## src/rtl/snake_pkg.sv

```systemverilog
// rtl/snake_pkg.sv - shared encodings, scan codes and helpers for the snake direction scheduler
package snake_pkg;

  // Committed direction encodings as seen by the game engine
  localparam logic [2:0] DIR_W = 3'b011;
  localparam logic [2:0] DIR_A = 3'b010;
  localparam logic [2:0] DIR_S = 3'b001;
  localparam logic [2:0] DIR_D = 3'b000;

  // PS/2 set-2 scan codes of interest
  localparam logic [7:0] SC_W     = 8'h1D;
  localparam logic [7:0] SC_A     = 8'h1C;
  localparam logic [7:0] SC_S     = 8'h1B;
  localparam logic [7:0] SC_D     = 8'h23;
  localparam logic [7:0] SC_SPACE = 8'h29;
  localparam logic [7:0] SC_BREAK = 8'hF0;
  localparam logic [7:0] SC_EXT   = 8'hE0;
  localparam logic [7:0] SC_UP    = 8'h75;
  localparam logic [7:0] SC_LEFT  = 8'h6B;
  localparam logic [7:0] SC_DOWN  = 8'h72;
  localparam logic [7:0] SC_RIGHT = 8'h74;

  // Scan-code prefix tracking: idle, after a break prefix, after an extended prefix
  typedef enum logic [1:0] {
    DEC_IDLE = 2'd0,
    DEC_BRK  = 2'd1,
    DEC_EXT  = 2'd2
  } dec_state_t;

  // Reverse of a direction; W<->S and A<->D. Unused codes map to themselves.
  function automatic logic [2:0] opposite(input logic [2:0] d);
    case (d)
      DIR_W:   opposite = DIR_S;
      DIR_S:   opposite = DIR_W;
      DIR_A:   opposite = DIR_D;
      DIR_D:   opposite = DIR_A;
      default: opposite = d;
    endcase
  endfunction

endpackage

```

## src/rtl/dir_fifo.sv

```systemverilog
// rtl/dir_fifo.sv - small synchronous FIFO of 3-bit direction entries
module dir_fifo #(
  parameter int DEPTH = 4,
  parameter int CW    = $clog2(DEPTH + 1)
) (
  input  logic          clk,
  input  logic          rst,
  input  logic          push,
  input  logic          pop,
  input  logic          flush,
  input  logic [2:0]    din,
  output logic [2:0]    head,
  output logic [2:0]    tail,
  output logic [CW-1:0] count,
  output logic          full,
  output logic          empty
);

  localparam int PW = $clog2(DEPTH);

  logic [2:0]    mem [DEPTH];
  logic [PW-1:0] wr_ptr;
  logic [PW-1:0] rd_ptr;
  logic          do_push;
  logic          do_pop;

  // A pop frees a slot in the same cycle, so a full FIFO still accepts a push alongside it
  assign full    = (count == CW'(DEPTH));
  assign empty   = (count == '0);
  assign do_pop  = pop && !empty;
  assign do_push = push && (!full || do_pop);
  assign head    = mem[rd_ptr];
  assign tail    = mem[wr_ptr - PW'(1)];

  // Entry storage; contents beyond the valid window are don't-care
  always_ff @(posedge clk) begin
    if (do_push) begin
      mem[wr_ptr] <= din;
    end
  end

  // Pointers and occupancy; flush empties the queue and wins over push/pop
  always_ff @(posedge clk) begin
    if (rst || flush) begin
      wr_ptr <= '0;
      rd_ptr <= '0;
      count  <= '0;
    end else begin
      if (do_push) begin
        wr_ptr <= wr_ptr + PW'(1);
      end
      if (do_pop) begin
        rd_ptr <= rd_ptr + PW'(1);
      end
      case ({do_push, do_pop})
        2'b10:   count <= count + CW'(1);
        2'b01:   count <= count - CW'(1);
        default: count <= count;
      endcase
    end
  end

endmodule

```

## src/rtl/snake_dir_scheduler.sv

```systemverilog
// rtl/snake_dir_scheduler.sv - scan-code decoder, reversal filter and per-tick direction commit
module snake_dir_scheduler
  import snake_pkg::*;
#(
  parameter int DEPTH = 4,
  parameter int CW    = $clog2(DEPTH + 1)
) (
  input  logic          clk,
  input  logic          rst,
  input  logic          code_valid,
  input  logic [7:0]    code,
  input  logic          tick,
  output logic [2:0]    direction,
  output logic          dir_update,
  output logic          reset_req,
  output logic [CW-1:0] q_count,
  output logic          overflow
);

  dec_state_t state;
  dec_state_t state_nxt;
  logic       cand_valid;
  logic [2:0] cand;
  logic       space_evt;

  logic [2:0] fifo_head;
  logic [2:0] fifo_tail;
  logic       fifo_full;
  logic       fifo_empty;
  logic [2:0] ref_dir;
  logic       push_req;
  logic       pop_req;
  logic       overflow_nxt;

  // Decoder state register
  always_ff @(posedge clk) begin
    if (rst) begin
      state <= DEC_IDLE;
    end else begin
      state <= state_nxt;
    end
  end

  // Decoder next state; emits a direction candidate or a space event on make codes
  always_comb begin
    state_nxt  = state;
    cand_valid = 1'b0;
    cand       = DIR_S;
    space_evt  = 1'b0;
    if (code_valid) begin
      case (state)
        DEC_IDLE: begin
          case (code)
            SC_BREAK: state_nxt = DEC_BRK;
            SC_EXT:   state_nxt = DEC_EXT;
            SC_W:     begin cand_valid = 1'b1; cand = DIR_W; end
            SC_A:     begin cand_valid = 1'b1; cand = DIR_A; end
            SC_S:     begin cand_valid = 1'b1; cand = DIR_S; end
            SC_D:     begin cand_valid = 1'b1; cand = DIR_D; end
            SC_SPACE: space_evt = 1'b1;
            default:  state_nxt = DEC_IDLE;
          endcase
        end
        DEC_BRK: begin
          // The released key's code is swallowed; releases never steer the snake
          state_nxt = DEC_IDLE;
        end
        DEC_EXT: begin
          state_nxt = DEC_IDLE;
          case (code)
            SC_BREAK: state_nxt = DEC_BRK;
            SC_UP:    begin cand_valid = 1'b1; cand = DIR_W; end
            SC_LEFT:  begin cand_valid = 1'b1; cand = DIR_A; end
            SC_DOWN:  begin cand_valid = 1'b1; cand = DIR_S; end
            SC_RIGHT: begin cand_valid = 1'b1; cand = DIR_D; end
            default:  state_nxt = DEC_IDLE;
          endcase
        end
        default: state_nxt = DEC_IDLE;
      endcase
    end
  end

  // Compare against the last queued command so a burst of keys is filtered as a chain;
  // with one entry being popped this cycle, that entry becomes the committed direction anyway
  assign ref_dir      = fifo_empty ? direction : fifo_tail;
  assign push_req     = cand_valid && (cand != ref_dir) && (cand != opposite(ref_dir));
  assign pop_req      = tick && !fifo_empty && !space_evt;
  assign overflow_nxt = push_req && fifo_full && !pop_req;

  dir_fifo #(
    .DEPTH (DEPTH),
    .CW    (CW)
  ) u_fifo (
    .clk   (clk),
    .rst   (rst),
    .push  (push_req),
    .pop   (pop_req),
    .flush (space_evt),
    .din   (cand),
    .head  (fifo_head),
    .tail  (fifo_tail),
    .count (q_count),
    .full  (fifo_full),
    .empty (fifo_empty)
  );

  // Committed direction and one-cycle status pulses; space restarts the game and beats a tick
  always_ff @(posedge clk) begin
    if (rst) begin
      direction  <= DIR_S;
      dir_update <= 1'b0;
      reset_req  <= 1'b0;
      overflow   <= 1'b0;
    end else begin
      dir_update <= 1'b0;
      reset_req  <= 1'b0;
      overflow   <= overflow_nxt;
      if (space_evt) begin
        direction  <= DIR_S;
        dir_update <= 1'b1;
        reset_req  <= 1'b1;
      end else if (pop_req) begin
        direction  <= fifo_head;
        dir_update <= 1'b1;
      end
    end
  end

endmodule

```

## config.mk

```make
export PLATFORM = sky130hd
export DESIGN_NAME = snake_dir_scheduler
export DESIGN_NICKNAME = d
export VERILOG_FILES = /design/src/rtl/snake_pkg.sv /design/src/rtl/dir_fifo.sv /design/src/rtl/snake_dir_scheduler.sv
export SDC_FILE = /design/constraint.sdc
export NUM_CORES = 1
export LEC_CHECK = 0
export CORE_UTILIZATION = 47
export CTS_CLUSTER_DIAMETER = 100
export DETAILED_ROUTE_END_ITERATION = 7
export PLACE_DENSITY = 0.84
export SYNTH_ARGS = -nofsm -noshare
export SYNTH_HDL_FRONTEND = slang
export SYNTH_SLANG_ARGS = --single-unit
```

## constraint.sdc

```tcl
create_clock -name clk -period 3.1 [get_ports clk]
set_input_delay 0.62 -clock clk [delete_from_list [all_inputs] [get_ports clk]]
set_output_delay 0.62 -clock clk [all_outputs]
set_load 0.01 [all_outputs]
```

==> results.md <==
| Result | Value | Unit |
|:---|:---|:---|
| Result of the run | finished clean | - |
| I/O Buffers | 19 | - |
| Total CTS buffers | 3 | - |
| Setup repair after global routing missed its margin | yes | - |
| Die outline height | 54.8 | um |
| Worst path arrival time | 3.27 | ns |
| Multiplexer share of the synthesized area | 6.88 | % |
| Initial antenna violation count | 0 | - |
| Clock sink count | 22 | - |
| HPWL Detailed | 2320 | um |
| Gp weighted congestion | 0.831 | - |
| Number of synthesized register bits | 22 | - |
| Data required, critical path | 3.36 | ns |
| Worst IR Drop VDD | 0.000364 | V |
| Crit-path cells | dlygate4sd2_1 -> buf_4 -> or2b_4 -> buf_4 -> a21boi_0 -> o41ai_1 -> buf_4 -> o211ai_1 -> nor2_1 -> inv_1 -> ha_2 -> inv_2 -> fa_2 -> nor2_2 -> a21oi_1 -> nor2_1 | - |
| Number of violations of the max-capacitance limit | 0 | - |
| Class of the most critical setup path | in2reg | - |
| Post-synthesis share of cell area spent on full adders, half adders and majority gates | 6.30 | % |
| Routed via count divided by cell count | 5.49 | - |
| Sum Neg Setup Slack | 0 | ns |
| Worst-path maximum fanout | 4 | - |
| Post-CTS clock slew at the launch and capture registers of the worst setup and hold paths | 0.11 | ns |
| Area enclosed by the die boundary | 3000 | sq um |
| Setup WS pre-CTS | -0.481 | ns |
| Number of H-tree levels | 1 | - |
| Share of the cycle needed by the critical path after routing | 97.0 | % |
| Non-filler cells in the finished layout | 208 | - |
| First-pass DRT Iterations | 4 | - |
| Final critical-path required period | 3.01 | ns |
| Max Transition Viols Final | 0 | - |
| Maximum frequency from static timing analysis | 333 | MHz |
| Type of destination of the critical path | flop | - |
| First-pass GRT wire length | 4730 | um |
| Synth warnings | 0 | - |
| Dominant register cell in the synthesized netlist | sky130_fd_sc_hd__dfxtp_1 | - |
| Number of global-route vias before repair | 1054 | - |
| Clock insertion delay at the later pin of the skew report | 0.32 | ns |
| Storage cell area | 520 | sq um |
| Max Clock Skew | 0.00487 | ns |
| Avg Synthesized Cell Area | 10.2 | sq um |
| Overall die width | 54.8 | um |
| Area of the core | 2540 | sq um |
| Count of unresolved DRC violations after routing | 0 | - |
| XOR/XNOR Fraction of Synth Area | 5.25 | % |
| Clock tree from TritonCTS | done | - |
| Proportion of synthesized flip-flops having asynchronous set or reset | 0 | % |
| Final Instance Area | 1800 | sq um |
| Syn Inst Count | 128 | - |
| Number of hold-slack violations in the final timing report | 0 | - |
| Detailed Route Iter0 Violations | 28 | - |
| Global-route usage over all layers | 23.6 | % |
| Clk root buf | sky130_fd_sc_hd__clkbuf_4 | - |
| Post-synthesis instance area | 1310 | sq um |
| Number of enable flip-flop cells after synthesis | 8 | - |
| Overall via count from detail_route | 1142 | - |
| Initial Util | 51.5 | % |
| Total of hold buffers inserted after clock tree synthesis | 0 | - |
| Worst path max stage delay | 0.43 | ns |
| Post-Place Cells | 198 | - |
| Final hold slack | 0.528 | ns |
| Crit-path slowest cell | sky130_fd_sc_hd__fa_2 | - |
| Multi-input gate area in the final layout | 761 | sq um |
| # IOs | 21 | - |
| Power per unit of standard cell area | 272 | nW/um^2 |
| Placed inst area | 1700 | sq um |
| Static power due to leakage | 0.000738 | uW |
| Combinational family with the most area after synthesis | simple AND/OR/NAND/NOR gates | - |
| CP Launch Type | primary input | - |
| Area grow syn2layout | 37.5 | % |
| Final Worst Setup Slack | 0.0938 | ns |
| Total Nets Final | 197 | - |
| Worst hold path type | reg2reg | - |
| Routed wirelength normalized by instance count | 14.4 | um |
| Post-Synthesis Net Count | 146 | - |
| Final ANT Viol Nets | 0 | - |
| Filler Cell Count | 173 | - |
| Maximum number of pins on one net before global-route repair | 13 | - |
| Synth cell types | 48 | - |
| Fraction of final layout cells with drive strength greater than 1 | 35.4 | % |
| Basic-gate share of the synthesized area counting and, or, nand and nor cells | 23.1 | % |
| Count of standard-cell rows | 18 | - |
| Number of diodes added for antenna fixing | 0 | - |
| Sequential-to-total area share from yosys stat | 39.7 | % |
| Compound-Gate Fraction of Synth Area | 12.7 | % |
| Overflow after GRT | 0 | - |
| Clock Path Buffers | 2 | - |
| Number of setup violations in the final report | 0 | - |
| Total length of routed wires | 3000 | um |
| Most repeated library cell on the critical path | sky130_fd_sc_hd__buf_4 | - |
-- layer usage --
layer | vias to the layer above | global-route usage (%) | wire length [um]
met3 | 4 | 6.11 | 178
li1 | 557 | - | -
met2 | 35 | 39.6 | 1470
met5 | - | 0 | 0
met4 | 0 | 11.1 | 55
met1 | 546 | 27.7 | 1290
-- worst paths after layout --
check / startpoint / to / slack, ns / depth (start not counted)
worst max register to register: u_fifo.wr_ptr[1]$_SDFFE_PP0P_ / u_fifo.count[2]$_SDFFE_PP0P_ / 0.21 / 15
worst max-delay path: code[1] / u_fifo.count[1]$_SDFFE_PP0P_ / 0.09 / 16
worst min register to register: direction[0]$_SDFFE_PP1P_ / direction[0]$_SDFFE_PP1P_ / 0.53 / 1
worst min-delay path: direction[0]$_SDFFE_PP1P_ / direction[0]$_SDFFE_PP1P_ / 0.53 / 1
-- timing repair --
item	4_1_cts	5_1_grt
pin swaps	10	13
setup endpoints to repair	2	2
buffers inserted	3	3
gates resized for setup	10	13
-- flip-flops by register name, summed over array words and instances, names as in the netlist --
register,count
reset_req,1
dir_update,1
direction,2
u_fifo.mem,8
u_fifo.rd_ptr,2
u_fifo.count,3
overflow,1
u_fifo.wr_ptr,2
state,2
-- cell families after synthesis --
logic type      after synthesis
buf+inv                      14
xor+xnor                      7
flops                        22
compound gates               22
other cells                   1
fa+ha+maj                     6
mux                           5
simple gates                 51
-- Yosys cell counts (2+ instances only) --
cell	number	area share, %
sky130_fd_sc_hd__nor2b_1	2	0.95
sky130_fd_sc_hd__and3_2	5	2.9
sky130_fd_sc_hd__dfxtp_1	14	21
sky130_fd_sc_hd__o41ai_1	2	1.3
sky130_fd_sc_hd__o211ai_1	2	1.1
sky130_fd_sc_hd__mux2i_1	2	1.5
sky130_fd_sc_hd__nor3_1	3	1.1
sky130_fd_sc_hd__nand2b_1	2	0.95
sky130_fd_sc_hd__edfxtp_1	8	18
sky130_fd_sc_hd__o21ai_0	3	1.1
sky130_fd_sc_hd__xor2_1	3	2.0
sky130_fd_sc_hd__a21oi_1	5	1.9
sky130_fd_sc_hd__nand3b_1	2	1.1
sky130_fd_sc_hd__or2b_2	4	2.7
sky130_fd_sc_hd__ha_1	5	4.8
sky130_fd_sc_hd__nand3_1	5	1.9
sky130_fd_sc_hd__nand2_1	2	0.57
sky130_fd_sc_hd__nor2_1	16	4.6
sky130_fd_sc_hd__inv_1	10	2.9
sky130_fd_sc_hd__xnor2_1	3	2.0
sky130_fd_sc_hd__a211o_1	2	1.3
sky130_fd_sc_hd__mux4_2	2	3.4
-- final cells by class --
type | instances | share of cell area (%)
Multi-Input combinational cell | 92 | 42.2
Sequential cell | 22 | 28.9
Timing Repair Buffer | 50 | 23.3
Inverter | 10 | 2.08
Tap cell | 30 | 2.08
Clock buffer | 4 | 1.46
-- placed cells by master, fill, tap and decap left out, drive strengths merged, types with 6 or more instances in the layout --
cell	n
inv	10
clkdlybuf4s50	11
edfxtp	8
dfxtp	14
buf	32
a21oi	6
nor2	16
clkbuf	6
-- worst max-delay path, delay by kind of cell --
family | cells | cell delay [ns]
adder cells (fa/ha/maj) | 2 | 0.60
AO/OA/AOI/OAI | 4 | 0.62
AND/OR/NAND/NOR | 4 | 0.59
buffers and inverters | 6 | 0.82
-- metrics by stage --
step                      util [%]  total power [uW]
final                         70.8               490
after global routing          70.8               510
after CTS                     69.1               487
after detailed placement      66.8               357
after global placement        66.8               355
after floorplan                  -               325
-- power by group --
| group | switching (uW) | internal (uW) | total, uW |
|---|---|---|---|
| registers | 0.0579 | 297 | 297 |
| logic | 24.9 | 32.3 | 57.2 |
| clock network | 85.3 | 50.4 | 136 |
No activity file was read; power rests on OpenSTA's default activity.
